**config.mk**
```make
export PLATFORM = sky130hd
export DESIGN_NAME = uart_mmio_responder
export DESIGN_NICKNAME = d
export VERILOG_FILES = /design/src/rtl/uart_mmio_responder.sv
export SDC_FILE = /design/constraint.sdc
export NUM_CORES = 1
export LEC_CHECK = 0
export ABC_AREA = 0
export CAP_MARGIN = 40
export CORE_MARGIN = 3
export CORE_UTILIZATION = 45
export DETAILED_ROUTE_END_ITERATION = 7
export PLACE_DENSITY = 0.8
export SKIP_LAST_GASP = 1
export SLEW_MARGIN = 5
export SYNTH_ARGS = -nofsm -noshare
export SYNTH_HDL_FRONTEND = slang
export SYNTH_SLANG_ARGS = --single-unit
```
**constraint.sdc**
```tcl
create_clock -name Clock -period 7.4 [get_ports Clock]
set_input_delay 1.11 -clock Clock [delete_from_list [all_inputs] [get_ports Clock]]
set_output_delay 1.11 -clock Clock [all_outputs]
set_load 0.02 [all_outputs]
```
**src/rtl/uart_mmio_responder.sv**
```systemverilog
// MMIO slave for the UART window: status/data registers, TX holding register
// with valid/ready handshake, and a small RX FIFO with sticky overrun flags.
module uart_mmio_responder #(
  parameter int RX_DEPTH = 4,
  parameter int RX_AW    = 2
) (
  input  logic        Clock,
  input  logic        Reset,
  input  logic        RE,
  input  logic        WE,
  input  logic [7:0]  Addr,
  input  logic [31:0] WData,
  output logic [31:0] RData,
  output logic [7:0]  TxData,
  output logic        TxValid,
  input  logic        TxReady,
  input  logic [7:0]  RxData,
  input  logic        RxValid,
  output logic        RxReady
);

  localparam logic [5:0] OFF_TXSTAT = 6'h00;
  localparam logic [5:0] OFF_RXSTAT = 6'h01;
  localparam logic [5:0] OFF_TXDATA = 6'h02;
  localparam logic [5:0] OFF_RXDATA = 6'h03;
  localparam logic [5:0] OFF_STATUS = 6'h04;
  localparam logic [5:0] OFF_CLEAR  = 6'h05;

  logic [7:0]       mem [RX_DEPTH];
  logic [RX_AW-1:0] wptr;
  logic [RX_AW-1:0] rptr;
  logic [RX_AW:0]   count;
  logic             tx_ovr;
  logic             rx_ovr;

  logic [5:0]  off;
  logic        non_empty;
  logic        full;
  logic        pop;
  logic        push;
  logic        rx_drop;
  logic        hs;
  logic        tx_wr;
  logic        tx_accept;
  logic        tx_drop;
  logic        clr_wr;
  logic [31:0] rd_val;
  logic        unused_bits;

  assign unused_bits = ^{Addr[1:0], WData[31:8]};

  assign off       = Addr[7:2];
  assign non_empty = (count != '0);
  // count never exceeds RX_DEPTH, so its top bit alone marks full
  assign full      = count[RX_AW];
  assign pop       = RE && (off == OFF_RXDATA) && non_empty;
  assign push      = RxValid && (!full || pop);
  assign rx_drop   = RxValid && full && !pop;
  assign hs        = TxValid && TxReady;
  assign tx_wr     = WE && (off == OFF_TXDATA);
  assign tx_accept = tx_wr && (!TxValid || hs);
  assign tx_drop   = tx_wr && TxValid && !hs;
  assign clr_wr    = WE && (off == OFF_CLEAR);

  always_comb begin
    rd_val = '0;
    case (off)
      OFF_TXSTAT: rd_val[0] = ~TxValid;
      OFF_RXSTAT: rd_val[0] = non_empty;
      OFF_RXDATA: if (non_empty) rd_val[7:0] = mem[rptr];
      OFF_STATUS: begin
        rd_val[RX_AW:0] = count;
        rd_val[8]       = tx_ovr;
        rd_val[9]       = rx_ovr;
      end
      default:    rd_val = '0;
    endcase
  end

  always_ff @(posedge Clock) begin
    if (Reset && push) mem[wptr] <= RxData;
  end

  always_ff @(posedge Clock) begin
    if (!Reset) begin
      RData   <= '0;
      TxData  <= '0;
      TxValid <= 1'b0;
      RxReady <= 1'b0;
      wptr    <= '0;
      rptr    <= '0;
      count   <= '0;
      tx_ovr  <= 1'b0;
      rx_ovr  <= 1'b0;
    end else begin
      RxReady <= 1'b1;
      if (RE) RData <= rd_val;

      if (tx_accept) begin
        TxData  <= WData[7:0];
        TxValid <= 1'b1;
      end else if (hs) begin
        TxValid <= 1'b0;
      end

      if (push) wptr <= wptr + 1'b1;
      if (pop)  rptr <= rptr + 1'b1;
      if (push && !pop)      count <= count + 1'b1;
      else if (pop && !push) count <= count - 1'b1;

      // a new overrun on the clearing edge wins over the clear
      tx_ovr <= (tx_ovr && !(clr_wr && WData[0])) || tx_drop;
      rx_ovr <= (rx_ovr && !(clr_wr && WData[1])) || rx_drop;
    end
  end

endmodule
```
### After elaboration in Yosys (flattened, before gate mapping)

Memory sizes are Yosys's and may differ from the RTL's. A register that Yosys moved wholly into a read port is not among the register bits.
Cells that the tools add are included.

| word-level totals | value |
|---|---|
| register bits after elaboration | 29 |
| latch bits | 0 |
| bits in writable memories | 32 |
| bits in read-only memories | 0 |
| output and inout bits | 42 |
| memories kept | 1 |

Memory list:

| memory | words | width | read ports | clocked after Yosys merged registers in | write ports | line | source |
|---|---|---|---|---|---|---|---|
| mem | 4 | 8 | 1 | 1 | 1 | 29 | `logic [7:0] mem [RX_DEPTH];` |

| operators by class | value |
|---|---|
| $add $sub $neg | 4 |
| $mul | 0 |
| div/mod/pow operators | 0 |
| magnitude comparators | 0 |
| eq/ne operators | 5 |
| shifts and indexed selects | 0 |
| muxes and demuxes | 14 |
| bitwise operators | 1 |
| reduce and logical (&&, ||, !) cells | 33 |

Operators by type and width:

| cell | count |
|---|---|
| 1-bit logical AND | 18 |
| 6-bit by 2-bit equality test with 1-bit output, second input constant | 2 |
| 6-bit by 3-bit equality test with 1-bit output, second input constant | 2 |
| 8-bit 2-to-1 mux | 1 |
| 1-bit logical NOT | 7 |
| 6-bit by 1-bit equality test with 1-bit output, second input constant | 1 |
| 6-bit logical NOT | 1 |
| 2-bit 2-to-1 mux | 3 |
| 3-bit 2-to-1 mux | 2 |
| 1-bit 2-to-1 mux | 5 |
| 5-bit 2-to-1 mux | 1 |
| 2-bit by 1-bit adder with 2-bit output, second input constant | 2 |
| 1-bit logical OR | 4 |
| 1-bit case mux with 4 select lines | 1 |
| 2-bit case mux with 2 select lines | 1 |
| 2-bit nonzero test | 2 |
| 3-bit by 1-bit adder with 3-bit output, second input constant | 1 |
| 3-bit nonzero test | 1 |
| 3-bit by 1-bit subtractor with 3-bit output, second input constant | 1 |
| 1-bit NOT | 1 |

### Longest topological paths before layout

| logic depth | value |
|---|---|
| depth after elaboration | 9 |
| gate-level depth with buffers | 10 |
| gate-level depth less buffers | 9 |

### Least setup slack after synthesis

No wires, ideal clock.

| timing | value |
|---|---|
| path type | input -> register |
| start point | input port Addr[6] |
| end point | register count[2] |
| arrival | 2922 ps |
| required time | 7324 ps |
| path slack | 4402 ps |
| stages | 10 |
| path buffers | 1 |
| path through | and4bb_2 and3_4 buf_6 inv_1 ha_1 inv_1 fa_1 xor2_1 or3_2 a21boi_0 |

| on the way | value |
|---|---|
| cells in the longest elaborated chain, start to end | 8 |
| elaborated cells between the ends (all ways) | 11 |

Ends and longest elaborated chain:

| item | line | source |
|---|---|---|
| from (decl) | 11 | `input logic [7:0] Addr,` |
| 6-bit by 2-bit equality test with 1-bit output (*) | 56 | `assign pop = RE && (off == OFF_RXDATA) && non_empty;` |
| 1-bit logical AND (*) (2 in series) | 56 |  |
| 1-bit logical OR | 57 | `assign push = RxValid && (!full \|\| pop);` |
| 1-bit logical AND | 57 |  |
| 1-bit logical NOT | 109 | `else if (pop && !push) count <= count - 1'b1;` |
| 1-bit logical AND | 109 |  |
| 2-bit nonzero test (no line) | - |  |
| to (signal assigned) | 108 | `if (push && !pop) count <= count + 1'b1;` |
| to (signal assigned) | 109 |  |
| to (decl) | 32 | `logic [RX_AW:0] count;` |

Mark *: on every way between the ends. The rest lies on a longest branch, timed or not.
A chain may end at the register's enable or synchronous reset.

### Worst setup path after layout

| timing | value |
|---|---|
| start point | input port Addr[2] |
| end point | register count[2] |

The elaborated chain is that of the path after synthesis.

==> out/metrics.cfg <==
[route]
dr.first_iter.drc_count=89
routed_wl_um=5070
avgViaCountPerCell=5.03
wl_per_cell_um=15.1
vias=1686
route.detailed.drc=0
firstDrtPassIters=4
postRouteAntennaNets=0

[clocking]
cts_resized=0
cts_tree=yes
clkTransAtPathRegs_ns=0.07
cts_max_level=3
post-cts-setup-buffer-count=0
hold_buffers=0
numCtsBuffers=9
cts_buffer_depth=2
clock_sinks=63
root_buffer=clkbuf_8
insertion_delay_ns=0.34

[placement]
io_buffers=47
place_ws_ns=3.77
place.gp.congestion=0.785
place_hpwl_um=3540

[synth]
synth_flop_cell=edfxtp_1
synth_edf_count=32
syn_area_mm2=0.00276
synth-seq-cells=63
synth-seq-area-share_pct=57.3
ys_types=45
yosys_warnings=0
syn_avg_cell_area_um2=13.4
synth_cells=206
async_flop_share_pct=0

[min_path]
hp-start=RData[2]
hp-class=flip-flop to flip-flop

[cells_and_area]
fin_nets=318
syn2layout_area_growth_pct=22.8
final_cell_mix=47 x clkdlybuf4s50_1, 32 x edfxtp_1, 31 x dfxtp_1, 22 x conb_1, 17 x nor2b_1
antennaDiodeCount=0
final_common_cell=clkdlybuf4s50_1
utilization_pct=59.4
layout-drive-gt1-share_pct=14.1

[power]
sequentialPowerShare_pct=53.2
peakVddDrop_v=0.000181
power.switching_uw=193
switching_share_pct=26.0
intPower_uw=549
clock_power_share_pct=34.6
power_frac_comb_pct=12.2
power_leakage_nw=1.23
power.density_mw_per_mm2=219

[timing]
rsz0062_at_grt=false
slew_violations=0
min_period_ns=3.29
clock-skew-final_ns=0.00520
max_slew.worst_pin.slew_ns=0.562
report.final.setup_viol=0
clock.fmax_mhz=304
min_period_over_period_pct=44.5
fin_setup_tns_ns=0
hold_violations=0
relSlewSlack_pct=62.5
finalWorstSetupSlack_ns=4.11

[grt]
grt_overflow=0
grt_first_pass_wirelength_um=8380
grt_max_degree=25
grt_pass1_vias=1693
antenna_found_initial=0
track_usage_pct=15.4

[critical_path]
critPathArrivalTime_ns=3.56
cp_num_buf_inv=2
crit_path_max_incr_delay_ns=0.54
critPathSlowestCell=clkdlybuf4s50_1
cpLargestDelayFamily=simple AND/OR/NAND/NOR gates
crit_path_end_kind=flip-flop
required_ns=7.67
crit_start=Addr[2]
cp_max_fo=5
crit_chain=clkdlybuf4s50_1, nor3b_2, a31o_2, ha_1, inv_1, fa_1, xor2_1, or3_2, a21boi_0
start_kind=input pin
critPathKind=input pin to flip-flop
timing.rr.start=count[2]

[floorplan]
fp-row-count=27
initial_core_util_pct=48.3
dieWidth_um=84.3
core_mm2=0.00571
ios=96
die_area_mm2=0.00711
die_h_um=84.3

[run]
drv_cap=0

[run_status]
status=complete, no violations

## registers in the layout, summed over array words and instances (netlist names), named ones only
register	count
mem	32
wptr	2
rx_ovr	1
count	3
TxData	8
tx_ovr	1
TxValid	1
RxReady	1
RData	10
rptr	2
## stage by stage
step | power [mW] | hold WS [ns] | cell area [um^2] | cells
2_1_floorplan | 0.468 | 0.469 | 2840 | 227
3_3_place_gp | 0.488 | 0.462 | 3200 | 318
3_5_place_dp | 0.493 | 0.469 | 3220 | 319
4_1_cts | 0.752 | 0.477 | 3390 | 335
5_1_grt | 0.778 | 0.517 | 3390 | 335
6_report | 0.742 | 0.473 | 3390 | 335
## layout make-up
cell class | instances | area [um^2]
sequential | 63 | 1580
tap | 72 | 90.1
clock inverter | 7 | 48.8
clock buffer | 9 | 124
inverter | 5 | 18.8
multi-input combinational | 131 | 1040
fill | 453 | 2320
timing repair buffer | 48 | 485
## path summary, 6_finish.rpt
path	cells after the start	to	slack (ns)
setup / recovery	9	count[2]	4.11
hold reg to reg	2	RData[2]	0.47
hold / removal	2	RData[2]	0.47
setup reg to reg	9	count[2]	4.91
## layer usage
layer | part of all wire [%] | wire (um) | track usage [%]
met5 | 0 | 0 | 0
met4 | 1.2 | 61 | 4.39
met3 | 8.8 | 448 | 8.05
met2 | 47 | 2360 | 24.5
met1 | 43 | 2200 | 18.2
## tightest hold or removal path: stages (launching register included)
cell and delay, ns:
dfxtp_1 0.31, nand2_1 0.05, a21boi_0 0.06
## power by group through the flow
stage               logic [mW]  registers, mW  clock network [mW]
global placement        0.0873          0.401                   0
global route            0.0999          0.397               0.281
detailed placement      0.0901          0.403                   0
finish                  0.0907          0.395               0.256
floorplan               0.0678          0.400                   0
CTS                     0.0912          0.395               0.266
## cell families after synthesis
family | after synthesis | share of synthesized area [%]
other | 1 | 0.136
AND/OR/NAND/NOR | 56 | 13.6
multiplexers | 17 | 9.79
AO/OA/AOI/OAI | 25 | 6.57
adder cells (fa/ha/maj) | 6 | 2.99
buffers and inverters | 33 | 7.80
XOR/XNOR | 5 | 1.86
flip-flops | 63 | 57.3
## cell usage after synthesis (3+ instances only)
| library cell | number | area, um^2 |
|---|---|---|
| dfxtp_1 | 31 | 621 |
| edfxtp_1 | 32 | 961 |
| xnor2_1 | 3 | 26.3 |
| mux2i_1 | 9 | 90.1 |
| inv_1 | 4 | 15.0 |
| buf_4 | 22 | 165 |
| a21boi_0 | 6 | 45.0 |
| and2_1 | 10 | 62.6 |
| mux4_2 | 8 | 180 |
| ha_1 | 5 | 62.6 |
| clkbuf_1 | 4 | 15.0 |
| nor2b_1 | 17 | 106 |
| nor2_1 | 4 | 15.0 |
| a22oi_1 | 9 | 67.6 |
| o21ai_0 | 4 | 20.0 |
| nand2_1 | 5 | 18.8 |
No activity file was read; power rests on OpenSTA's default activity.
